## config.mk

```make
export PLATFORM = sky130hd
export DESIGN_NAME = iagu_dotacc_mc_flat
export DESIGN_NICKNAME = d
export VERILOG_FILES = /design/src/rtl/iagu_dotacc_mc_if.sv /design/src/rtl/iagu_dotacc_mc.sv /design/src/flat_wrapper.sv
export SDC_FILE = /design/constraint.sdc
export NUM_CORES = 1
export LEC_CHECK = 0
export BUFFER_PORTS_ARGS = -buffer_cell sky130_fd_sc_hd__buf_2
export CORE_MARGIN = 3
export CORE_UTILIZATION = 47
export CTS_CLUSTER_SIZE = 40
export DETAILED_ROUTE_END_ITERATION = 7
export GPL_TIMING_DRIVEN = 0
export PLACE_DENSITY = 0.67
export SETUP_SLACK_MARGIN = 0.5
export SYNTH_ARGS = -nofsm -noshare
export SYNTH_HDL_FRONTEND = slang
export SYNTH_SLANG_ARGS = --single-unit
export TNS_END_PERCENT = 5
```

## constraint.sdc

```tcl
create_clock -name i_clk -period 3.1 [get_ports i_clk]
set_clock_uncertainty 0.05 [all_clocks]
set_input_delay 0.31 -clock i_clk [delete_from_list [all_inputs] [get_ports i_clk]]
set_output_delay 0.31 -clock i_clk [all_outputs]
set_load 0.1 [all_outputs]
```

## src/rtl/iagu_dotacc_mc_if.sv

```systemverilog
// Control and IOB read-port bundle of the DOTACC input address generator.
// The master side is the sequencer/controller and the slave side is the generator.
interface iagu_dotacc_mc_if #(
    parameter int ADDR_W      = 16,
    parameter int BANK_ADDR_W = 12,
    parameter int PIECE_W     = 8
);
    logic                   i_start;
    logic [1:0]             i_mode;
    logic [ADDR_W-1:0]      i_base_a;
    logic [ADDR_W-1:0]      i_base_b;
    logic [ADDR_W-1:0]      i_stride;
    logic [PIECE_W-1:0]     i_in_pieces;
    logic [PIECE_W-1:0]     i_out_pieces;
    logic                   i_stall;
    logic                   o_busy;
    logic                   o_done;
    logic                   o_ren0;
    logic [BANK_ADDR_W-1:0] o_raddr0;
    logic                   o_ren1;
    logic [BANK_ADDR_W-1:0] o_raddr1;
    logic                   o_acc_clear;
    logic                   o_acc_out;

    modport master (
        output i_start, i_mode, i_base_a, i_base_b, i_stride,
               i_in_pieces, i_out_pieces, i_stall,
        input  o_busy, o_done, o_ren0, o_raddr0, o_ren1, o_raddr1,
               o_acc_clear, o_acc_out
    );

    modport slave (
        input  i_start, i_mode, i_base_a, i_base_b, i_stride,
               i_in_pieces, i_out_pieces, i_stall,
        output o_busy, o_done, o_ren0, o_raddr0, o_ren1, o_raddr1,
               o_acc_clear, o_acc_out
    );
endinterface

```

## src/rtl/iagu_dotacc_mc.sv

```systemverilog
// DOTACC input address generator: walks the (output piece x input piece) grid
// for operands A and B and issues reads on the two IOB bank ports, with stall
// back-pressure, accumulator clear/out strobes and busy/done status.
module iagu_dotacc_mc #(
    parameter int ADDR_W      = 16,
    parameter int BANK_ADDR_W = 12,
    parameter int PIECE_W     = 8
) (
    input logic             i_clk,
    input logic             i_rst,
    iagu_dotacc_mc_if.slave bus
);

    typedef enum logic [1:0] {IDLE, RUN_A, RUN_B, DONE} state_t;

    localparam logic [1:0] MODE_IL   = 2'b00;
    localparam logic [1:0] MODE_DUAL = 2'b01;
    localparam logic [1:0] MODE_RSV  = 2'b11;

    state_t               state;
    logic                 busy_q;
    logic                 done_q;
    logic                 acc_out_q;

    // Configuration latched at start acceptance
    logic [1:0]           cfg_mode;
    logic [ADDR_W-1:0]    cfg_stride;
    logic [PIECE_W-1:0]   cfg_in;
    logic [PIECE_W-1:0]   cfg_out;

    // Walk state: ptr is the current read address, row is base + o
    logic [ADDR_W-1:0]    ptr_a;
    logic [ADDR_W-1:0]    row_a;
    logic [ADDR_W-1:0]    ptr_b;
    logic [ADDR_W-1:0]    row_b;
    logic [PIECE_W-1:0]   i_cnt;
    logic [PIECE_W-1:0]   o_cnt;
    logic [BANK_ADDR_W-1:0] hold0;
    logic [BANK_ADDR_W-1:0] hold1;

    logic                 start_ok;
    logic                 reject;
    logic                 running;
    logic                 issue;
    logic                 step_a;
    logic                 step_b;
    logic                 step;
    logic                 last_i;
    logic                 last_o;
    logic [ADDR_W-1:0]    ptr_a_nxt;
    logic [ADDR_W-1:0]    row_a_nxt;
    logic [ADDR_W-1:0]    ptr_b_nxt;
    logic [ADDR_W-1:0]    row_b_nxt;
    logic                 rd_bank;
    logic [BANK_ADDR_W-1:0] rd_low;
    logic                 ren0;
    logic                 ren1;
    logic [BANK_ADDR_W-1:0] raddr0;
    logic [BANK_ADDR_W-1:0] raddr1;

    assign start_ok = (state == IDLE) && bus.i_start;
    assign reject   = (bus.i_in_pieces == '0) || (bus.i_out_pieces == '0) ||
                      (bus.i_mode == MODE_RSV);
    assign running  = (state == RUN_A) || (state == RUN_B);
    assign issue    = running && !bus.i_stall;

    // A advances on every A read; B advances on its own read (interleaved)
    // or alongside A (dual-buffer). The grid step completes on the last
    // read belonging to the (o,i) step.
    assign step_a = issue && (state == RUN_A);
    assign step_b = issue && ((state == RUN_B) ||
                              ((state == RUN_A) && (cfg_mode == MODE_DUAL)));
    assign step   = issue && ((state == RUN_B) || (cfg_mode != MODE_IL));

    assign last_i = (i_cnt == cfg_in - PIECE_W'(1));
    assign last_o = (o_cnt == cfg_out - PIECE_W'(1));

    // Incremental address walk; at an output-piece boundary restart at base + o + 1
    always_comb begin
        ptr_a_nxt = ptr_a + cfg_stride;
        row_a_nxt = row_a;
        ptr_b_nxt = ptr_b + cfg_stride;
        row_b_nxt = row_b;
        if (last_i) begin
            ptr_a_nxt = row_a + ADDR_W'(1);
            row_a_nxt = row_a + ADDR_W'(1);
            ptr_b_nxt = row_b + ADDR_W'(1);
            row_b_nxt = row_b + ADDR_W'(1);
        end
    end

    // Port routing: dual-buffer pins A/B to ports 0/1, otherwise the bank bit selects
    always_comb begin
        rd_bank = (state == RUN_B) ? ptr_b[BANK_ADDR_W] : ptr_a[BANK_ADDR_W];
        rd_low  = (state == RUN_B) ? ptr_b[BANK_ADDR_W-1:0] : ptr_a[BANK_ADDR_W-1:0];
        ren0    = 1'b0;
        ren1    = 1'b0;
        raddr0  = hold0;
        raddr1  = hold1;
        if (issue) begin
            if (cfg_mode == MODE_DUAL) begin
                ren0   = 1'b1;
                raddr0 = ptr_a[BANK_ADDR_W-1:0];
                ren1   = 1'b1;
                raddr1 = ptr_b[BANK_ADDR_W-1:0];
            end else if (rd_bank) begin
                ren1   = 1'b1;
                raddr1 = rd_low;
            end else begin
                ren0   = 1'b1;
                raddr0 = rd_low;
            end
        end
    end

    // Configuration latch, grid counters, pointers and held port addresses
    always_ff @(posedge i_clk) begin
        if (i_rst) begin
            cfg_mode   <= '0;
            cfg_stride <= '0;
            cfg_in     <= '0;
            cfg_out    <= '0;
            ptr_a      <= '0;
            row_a      <= '0;
            ptr_b      <= '0;
            row_b      <= '0;
            i_cnt      <= '0;
            o_cnt      <= '0;
            hold0      <= '0;
            hold1      <= '0;
        end else begin
            hold0 <= raddr0;
            hold1 <= raddr1;
            if (start_ok) begin
                cfg_mode   <= bus.i_mode;
                cfg_stride <= bus.i_stride;
                cfg_in     <= bus.i_in_pieces;
                cfg_out    <= bus.i_out_pieces;
                ptr_a      <= bus.i_base_a;
                row_a      <= bus.i_base_a;
                ptr_b      <= bus.i_base_b;
                row_b      <= bus.i_base_b;
                i_cnt      <= '0;
                o_cnt      <= '0;
            end else begin
                if (step_a) begin
                    ptr_a <= ptr_a_nxt;
                    row_a <= row_a_nxt;
                end
                if (step_b) begin
                    ptr_b <= ptr_b_nxt;
                    row_b <= row_b_nxt;
                end
                if (step) begin
                    if (last_i) begin
                        i_cnt <= '0;
                        o_cnt <= o_cnt + PIECE_W'(1);
                    end else begin
                        i_cnt <= i_cnt + PIECE_W'(1);
                    end
                end
            end
        end
    end

    // Sequencing FSM with registered busy/done/acc_out status
    always_ff @(posedge i_clk) begin
        if (i_rst) begin
            state     <= IDLE;
            busy_q    <= 1'b0;
            done_q    <= 1'b0;
            acc_out_q <= 1'b0;
        end else begin
            acc_out_q <= step && last_i;
            case (state)
                IDLE: begin
                    done_q <= 1'b0;
                    if (bus.i_start) begin
                        busy_q <= 1'b1;
                        if (reject) begin
                            state  <= DONE;
                            done_q <= 1'b1;
                        end else begin
                            state <= RUN_A;
                        end
                    end
                end
                RUN_A: begin
                    if (issue) begin
                        if (step && last_i && last_o) begin
                            state  <= DONE;
                            done_q <= 1'b1;
                        end else if (cfg_mode == MODE_IL) begin
                            state <= RUN_B;
                        end
                    end
                end
                RUN_B: begin
                    if (issue) begin
                        if (last_i && last_o) begin
                            state  <= DONE;
                            done_q <= 1'b1;
                        end else begin
                            state <= RUN_A;
                        end
                    end
                end
                DONE: begin
                    done_q <= 1'b0;
                    busy_q <= 1'b0;
                    state  <= IDLE;
                end
                default: state <= IDLE;
            endcase
        end
    end

    assign bus.o_busy      = busy_q;
    assign bus.o_done      = done_q;
    assign bus.o_acc_out   = acc_out_q;
    assign bus.o_acc_clear = (state == RUN_A) && (i_cnt == '0);
    assign bus.o_ren0      = ren0;
    assign bus.o_raddr0    = raddr0;
    assign bus.o_ren1      = ren1;
    assign bus.o_raddr1    = raddr1;

endmodule

```

## src/flat_wrapper.sv

```systemverilog
// flat-port wrapper written by rule: the top's interface ports become plain ports
module iagu_dotacc_mc_flat 
#(
    parameter int ADDR_W      = 16,
    parameter int BANK_ADDR_W = 12,
    parameter int PIECE_W     = 8
)
  (i_clk, i_rst, bus_i_start, bus_i_mode, bus_i_base_a, bus_i_base_b, bus_i_stride, bus_i_in_pieces, bus_i_out_pieces, bus_i_stall, bus_o_busy, bus_o_done, bus_o_ren0, bus_o_raddr0, bus_o_ren1, bus_o_raddr1, bus_o_acc_clear, bus_o_acc_out);
  iagu_dotacc_mc_if #(.ADDR_W(ADDR_W), .BANK_ADDR_W(BANK_ADDR_W), .PIECE_W(PIECE_W)) bus_i ();
  input logic i_clk;
  input logic i_rst;
  input wire logic [$bits(bus_i.i_start)-1:0] bus_i_start;
  input wire logic [$bits(bus_i.i_mode)-1:0] bus_i_mode;
  input wire logic [$bits(bus_i.i_base_a)-1:0] bus_i_base_a;
  input wire logic [$bits(bus_i.i_base_b)-1:0] bus_i_base_b;
  input wire logic [$bits(bus_i.i_stride)-1:0] bus_i_stride;
  input wire logic [$bits(bus_i.i_in_pieces)-1:0] bus_i_in_pieces;
  input wire logic [$bits(bus_i.i_out_pieces)-1:0] bus_i_out_pieces;
  input wire logic [$bits(bus_i.i_stall)-1:0] bus_i_stall;
  output wire logic [$bits(bus_i.o_busy)-1:0] bus_o_busy;
  output wire logic [$bits(bus_i.o_done)-1:0] bus_o_done;
  output wire logic [$bits(bus_i.o_ren0)-1:0] bus_o_ren0;
  output wire logic [$bits(bus_i.o_raddr0)-1:0] bus_o_raddr0;
  output wire logic [$bits(bus_i.o_ren1)-1:0] bus_o_ren1;
  output wire logic [$bits(bus_i.o_raddr1)-1:0] bus_o_raddr1;
  output wire logic [$bits(bus_i.o_acc_clear)-1:0] bus_o_acc_clear;
  output wire logic [$bits(bus_i.o_acc_out)-1:0] bus_o_acc_out;
  assign bus_i.i_start = bus_i_start;
  assign bus_i.i_mode = bus_i_mode;
  assign bus_i.i_base_a = bus_i_base_a;
  assign bus_i.i_base_b = bus_i_base_b;
  assign bus_i.i_stride = bus_i_stride;
  assign bus_i.i_in_pieces = bus_i_in_pieces;
  assign bus_i.i_out_pieces = bus_i_out_pieces;
  assign bus_i.i_stall = bus_i_stall;
  assign bus_o_busy = bus_i.o_busy;
  assign bus_o_done = bus_i.o_done;
  assign bus_o_ren0 = bus_i.o_ren0;
  assign bus_o_raddr0 = bus_i.o_raddr0;
  assign bus_o_ren1 = bus_i.o_ren1;
  assign bus_o_raddr1 = bus_i.o_raddr1;
  assign bus_o_acc_clear = bus_i.o_acc_clear;
  assign bus_o_acc_out = bus_i.o_acc_out;
  iagu_dotacc_mc #(.ADDR_W(ADDR_W), .BANK_ADDR_W(BANK_ADDR_W), .PIECE_W(PIECE_W)) u_core (.i_clk(i_clk), .i_rst(i_rst), .bus(bus_i));
endmodule
```

==> flow_summary.yaml, run 1 <==
detailed_routing:
  routed_via_density: 5.84
  finalWirelength_mm: 25.2
  antenna_left: 0
  vias: 7783
  wl_per_cell_um: 18.9
  drc_errors: 0
  drt_pass1_iterations: 6
  drt_iter0_drc: 484
grt:
  grt_antenna_before_repair: 0
  grt_use_met2: 0.459
  grt_usage: 0.274
  gr-usage-met3: 0.0474
  grt-ovfl-total: 0
  grt_max_degree: 17
  grt_pass1_vias: 7463
  grtUsageMet1: 0.352
  top_usage_layer: "met2"
  grt_first_pass_wirelength_mm: 39.1
synth:
  synth_area_leaders: "dfxtp_1 32%, nand2_1 6.2%, ha_1 5.7%"
  ys_seq_area_frac: 0.323
  synth_largest_area_cell: "dfxtp_1"
  synth_top_family_by_area: "compound AO/OA/AOI/OAI gates"
  syn_area_mm2: 0.00792
  ys_types: 75
  async_flop_share: 0
  synthCells: 986
  synth-seq-cells: 128
  ys.flop_type: "dfxtp_1"
  synth_edf_count: 0
  synth.avg_cell_area_um2: 8.04
  synth-simple-area-share: 0.217
  synth_mux_area_frac: 0.0270
  synthesis.nets: 1094
  ys_warn_count: 0
  synth_top_area_frac: 0.323
  synth_fa_ha_area_frac: 0.0619
  synth-xor-area-share: 0.0873
  synth_compound_area_frac: 0.238
pwr:
  p_leak_uw: 0.00394
  p_comb_frac: 0.573
  p_per_area_mw_per_mm2: 1060
  vdd_drop_max_mv: 1.04
  power_frac_clock: 0.184
  p_int_uw: 5470
  switchingPower_uw: 4980
  p_total_uw: 10400
  switching_share: 0.477
  pwr-share-seq: 0.244
floorplanning:
  io_pins: 100
  core_area_mm2: 0.0162
  die_h_um: 136
  start_util: 0.490
  fp.dieArea_mm2: 0.0184
  die_w_um: 136
  fp-row-count: 46
sta:
  worst_hold_slack_ns: 0.0626
  finalCriticalPeriod_ns: 2.62
  maxSlewViolCount: 0
  finalHoldViolations: 0
  fmax_mhz: 382
  finalSetupTns_ns: 0
  period_share: 0.845
  worst-slew-pin-transition_ns: 0.775
  finalSetupViolations: 0
  relSlewSlack: 0.484
  rsz0062_at_grt: "true"
finish:
  fin_cells: 1333
  drive_gt1_frac: 0.199
  final_cell_mix: "130 x nand2_1, 120 x dfxtp_1, 98 x nor2_1"
  fin_nets: 1214
  final_common_cell: "nand2_1"
  n_fill_cell: 1475
  n_antenna_cell: 0
  area_growth_pct: 24.5
clock_network:
  clock-sinks: 128
  cts_hold_buf: 0
  htreeDepth: 4
  root_buffer: "clkbuf_16"
  insertion_delay_ns: 0.43
  clock_path_buffers: 2
  cts.clk_slew.worst_paths_ns: 0.06
  numCtsBuffers: 17
  cts_tree: "done"
worst_setup_path:
  critPathBufInv: 3
  critPathTopFamily: "buffers and inverters"
  path_max_fanout: 10
  crit_path_max_incr_delay_ns: 0.39
  regToRegEndpoint: "u_core.ptr_a[6]"
  arrival_ns: 2.26
  rrSetupSlack_ns: 0.49
  rr_startpoint: "u_core.state[1]"
  startpoint_type: "flop"
  critical_path.slowest_cell: "mux2_2"
  ff2ff_path_depth: 8
  end_kind: "output pin"
  required_ns: 2.74
  path_cells: "inv_2 -> ha_4 -> mux2_2 -> buf_2 -> o22a_1 -> o22a_2 -> buf_12"
  critical_path_class: "reg -> out"
min_path:
  holdPathEnd: "u_core.cfg_stride[0]"
  min_from: "bus_i_stride[0]"
  hold_depth: 3
  hp-class: "in -> reg"
flow_run:
  maxCapViolCount: 0
placement:
  place_congestion: 0.985
  port-buffer-count: 90
  placedCellCount: 1292
  hpwl_mm: 18.9
status:
  outcome: "complete, no violations"
worst max-delay path by stage:
stage	cells after the start	start	slack [ns]	end
floorplan	7	u_core.state[0]	0.27	bus_o_raddr0[10]
global placement	8	u_core.state[0]	0.06	u_core.cfg_stride[8]
detailed placement	8	u_core.state[0]	0.02	u_core.cfg_stride[10]
CTS	11	u_core.cfg_in[0]	0.45	u_core.row_b[1]
global route	7	u_core.state[1]	0.39	bus_o_raddr0[1]
finish	7	u_core.state[0]	0.48	bus_o_raddr0[4]
cell type report:
cell class	instances	area [um^2]	share of cell area
Inverter	30	113	0.0114
Timing Repair Buffer	101	836	0.0848
Tap cell	216	270	0.0274
Multi-Input combinational cell	772	5170	0.524
Sequential cell	128	2580	0.262
Clock inverter	8	90.1	0.00913
Clock buffer	22	454	0.0461
Buffer	56	348	0.0353
cell usage after synthesis (all sizes together), types with 5 or more instances:
library cell  instances
a31oi                12
xor2                 34
nor4                 12
o22a                 48
or3                   7
buf                  12
o22ai                 5
nand2b                8
inv                  30
and3                  5
o21a                  6
o21ai                40
nand4                 9
ha                   36
a2111oi              11
a211oi               15
nor2b                34
a311oi                9
o211ai                8
xnor2                45
nor3                 22
a21oi                75
nor2                101
dfxtp               128
mux2i                18
nand3                19
a211o                 5
nand2               131
a21o                  8
o21bai                5
clkbuf               44
cell families after synthesis:
kind of cell | count (synthesis)
fa+ha+maj | 38
simple gates | 363
mux | 21
xor+xnor | 79
compound gates | 271
buf+inv | 86
flops | 128
metal layers:
layer | vias up | part of all wire
li1 | 3770 | -
met1 | 3658 | 0.42
met2 | 296 | 0.47
met3 | 59 | 0.069
met4 | 0 | 0.032
met5 | - | 0
timing repair:
action | 4_1_cts | 5_1_grt
gates cloned | 1 | 0
resized for setup | 122 | 35
pin swaps | 5 | 6
setup buffers | 9 | 1
endpoints found under the setup margin | 137 | 100
metrics by stage:
step	instance area, um^2	util	worst slack [ns]
6_report	9860	0.610	0.479
3_5_place_dp	8700	0.538	0.0226
3_3_place_gp	8700	0.538	0.0641
2_1_floorplan	7980	-	0.269
5_1_grt	9860	0.610	0.389
4_1_cts	9750	0.603	0.449
power groups by stage:
| stage | Sequential [uW] | Clock [uW] | Combinational (uW) |
|---|---|---|---|
| after global placement | 2530 | 0 | 5120 |
| after global routing | 2580 | 2000 | 6360 |
| after detailed placement | 2540 | 0 | 5160 |
| final | 2550 | 1920 | 5980 |
| after CTS | 2520 | 1930 | 5840 |
| after floorplan | 2420 | 0 | 4160 |
worst register-to-register path: stages (launching register included):
cell and delay (ns):
dfxtp_2 0.38, inv_1 0.10, ha_1 0.25, nand2_1 0.20, clkbuf_2 0.34, clkbuf_1 0.55
o21ai_0 0.17, o21ai_0 0.36, a21oi_1 0.08
flip-flops by register name (all words and copies together) (netlist names), 2 cells and up:
| signal | flops |
|---|---|
| u_core.cfg_mode | 2 |
| u_core.cfg_stride | 13 |
| u_core.row_b | 13 |
| u_core.i_cnt | 8 |
| u_core.o_cnt | 8 |
| u_core.state | 2 |
| u_core.hold1 | 12 |
| u_core.cfg_in | 8 |
| u_core.hold0 | 12 |
| u_core.cfg_out | 8 |
| u_core.row_a | 13 |
| u_core.ptr_b | 13 |
| u_core.ptr_a | 13 |
Power figures use the tool's default switching activity.
==> run 2, diff against run 1 <==
--- a/config.mk
+++ b/config.mk
@@ -5,6 +5,7 @@
 export SDC_FILE = /design/constraint.sdc
 export NUM_CORES = 1
 export LEC_CHECK = 0
+export ABC_AREA = 1
 export BUFFER_PORTS_ARGS = -buffer_cell sky130_fd_sc_hd__buf_2
 export CORE_MARGIN = 3
 export CORE_UTILIZATION = 47
==> constraint.sdc (replaced) <==
create_clock -name i_clk -period 2.6 [get_ports i_clk]
set_clock_uncertainty 0.05 [all_clocks]
set_input_delay 0.26 -clock i_clk [delete_from_list [all_inputs] [get_ports i_clk]]
set_output_delay 0.26 -clock i_clk [all_outputs]
set_load 0.1 [all_outputs]
==> flow_summary.yaml, run 2 <==
floorplanning:
  fp.dieArea_mm2: 0.0188
  start_util: 0.485
  die_w_um: 137
  die_h_um: 137
  core_area_mm2: 0.0167
  fp-row-count: 47
  io_pins: 100
finish:
  drive_gt1_frac: 0.261
  n_fill_cell: 1443
  n_antenna_cell: 0
  final_common_cell: "nand2_1"
  fin_cells: 1581
  area_growth_pct: 37.2
  final_util: 0.665
  final_cell_mix: "243 x nand2_1, 140 x nor2_1, 120 x dfxtp_1"
  fin_nets: 1456
pwr:
  switchingPower_uw: 6760
  p_int_uw: 7170
  pwr-share-seq: 0.218
  p_leak_uw: 0.00464
  p_comb_frac: 0.582
  power_frac_clock: 0.200
  vdd_drop_max_mv: 0.760
  p_per_area_mw_per_mm2: 1250
  p_total_uw: 13900
  switching_share: 0.485
clock_network:
  cts.clk_slew.worst_paths_ns: 0.06
  insertion_delay_ns: 0.42
  htreeDepth: 4
  clock-sinks: 128
  numCtsBuffers: 17
  clock_path_buffers: 2
  root_buffer: "clkbuf_16"
  cts_tree: "done"
sta:
  worst-slew-pin-transition_ns: 0.839
  fmax_mhz: 393
  period_share: 0.979
  maxSlewViolCount: 0
  fin_ws_ns: 0.0539
  rsz0062_at_grt: "true"
  finalCriticalPeriod_ns: 2.55
  finalHoldViolations: 0
  finalSetupTns_ns: 0
  relSlewSlack: 0.441
  finalSetupViolations: 0
detailed_routing:
  finalWirelength_mm: 27.5
  vias: 8662
  wl_per_cell_um: 17.4
  drt_pass1_iterations: 5
  routed_via_density: 5.48
  drt_iter0_drc: 711
  drc_errors: 0
  antenna_left: 0
synth:
  synthTopCellsByCount: "300 x nand2_1, 151 x nor2_1, 128 x dfxtp_1"
  synth_area_leaders: "dfxtp_1 32%, nand2_1 14%, o21ai_0 7.3%"
  ys.flop_type: "dfxtp_1"
  ys_types: 51
  synthesis.nets: 1335
  async_flop_share: 0
  synth_largest_area_cell: "dfxtp_1"
  ys_seq_area_frac: 0.316
  synth.avg_cell_area_um2: 6.60
  synth_most_common_cell: "nand2_1"
  ys_warn_count: 0
  synth_top_area_frac: 0.316
  synth_edf_count: 0
  syn_area_mm2: 0.00810
  synth-seq-cells: 128
  synthCells: 1227
worst_setup_path:
  startpoint: "u_core.state[0]"
  crit_path_max_incr_delay_ns: 0.36
  startpoint_type: "flop"
  critPathTopFamily: "buffers and inverters"
  end_kind: "output pin"
  arrival_ns: 2.24
  critPathBufInv: 6
  path_cells: "inv_6 -> ha_4 -> buf_8 -> mux2i_4 -> nor2_2 -> buf_6 -> nor2_4 -> inv_4 -> buf_12 -> nand2_8 -> nand2_8 -> buf_12"
  critical_path_class: "reg -> out"
  required_ns: 2.29
  path_max_fanout: 5
  rr_startpoint: "u_core.state[1]"
  critical_path.slowest_cell: "dfxtp_4"
placement:
  pre_cts_ws_ns: -0.170
  placedCellCount: 1536
  port-buffer-count: 89
  place_congestion: 0.928
  hpwl_mm: 19.9
grt:
  grt_first_pass_wirelength_mm: 41.2
  grt_max_degree: 17
  grt_usage: 0.283
  grt-ovfl-total: 0
  grt_antenna_before_repair: 0
  grt_pass1_vias: 7551
status:
  outcome: "complete, no violations"
min_path:
  hp-class: "in -> reg"
  min_from: "bus_i_stride[5]"
flow_run:
  maxCapViolCount: 0
[run 2: cell count changes in the layout (fill, tap and decap cells not counted), sizes merged, moves of 36 or more]
cell,change
o22a,-48
nand2,+178
inv,+84
o21ai,+89
nand3,+40
a21oi,+36
nor2,+60
[run 2: cells by family (layout without fill, tap and decap cells)]
kind of cell    after synthesis  after routing  synth area share
simple gates                575            575             0.304
buf+inv                     163            297            0.0817
fa+ha+maj                    38             38            0.0606
xor+xnor                     40             40            0.0433
mux                           1              1           0.00124
compound gates              282            282             0.192
flops                       128            128             0.316
[run 2: area by class of cell]
type                    instances  area (um^2)  area share
multi-input cells             936         5810       0.523
flip-flops and latches        128         2580       0.232
repair buffers                102          935      0.0842
inverters                     117          479      0.0431
clock buffers                  22          474      0.0427
plain buffers                  46          345      0.0311
well taps                     220          275      0.0248
clock inverters                10          205      0.0185
[run 2: final timing paths]
| path | slack, ns | cells past startpoint | endpoint |
|---|---|---|---|
| worst max-delay path | 0.05 | 12 | bus_o_raddr0[5] |
| worst max register to register | 0.21 | 11 | u_core.ptr_b[9] |
| worst min-delay path | 0.03 | 3 | u_core.cfg_stride[5] |
| worst min register to register | 0.42 | 2 | u_core.bus.o_done |
[run 2: per-layer routing]
metal,wire length (um),up-vias,part of all wire,global-route usage
met2,12600,313,0.46,0.443
met1,12700,4003,0.46,0.406
li1,-,4302,-,-
met5,0,-,0,0
met4,563,0,0.020,0.0682
met3,1720,44,0.062,0.0457
[run 2: worst min-delay path: cells and delay by family]
family	cells	cell delay (ns)
buffers and inverters	1	0.07
AOI/OAI and AO/OA	1	0.07
and+or+nand+nor	1	0.07
[run 2: what timing repair did]
item	CTS	global route
setup endpoints to repair	139	131
buffers inserted	8	3
gates resized for setup	128	194
hold buffers	0	0
gates cloned	2	0
hold endpoints to repair	0	0
pin swaps	10	68
[run 2: power by group through the flow]
stage | Sequential, uW | Combinational [uW] | Clock [uW]
2_1_floorplan | 2890 | 5180 | 0
3_3_place_gp | 3020 | 6450 | 0
3_5_place_dp | 3030 | 6510 | 0
4_1_cts | 2990 | 7270 | 2810
5_1_grt | 3090 | 8730 | 2900
6_report | 3040 | 8100 | 2790
[run 2: through the flow]
step | hold WS, ns | cell area (um^2)
floorplan | 0.377 | 8580
global placement | 0.411 | 9300
detailed placement | 0.416 | 9300
CTS | 0.0208 | 10500
global route | 0.0515 | 11100
finish | 0.0316 | 11100
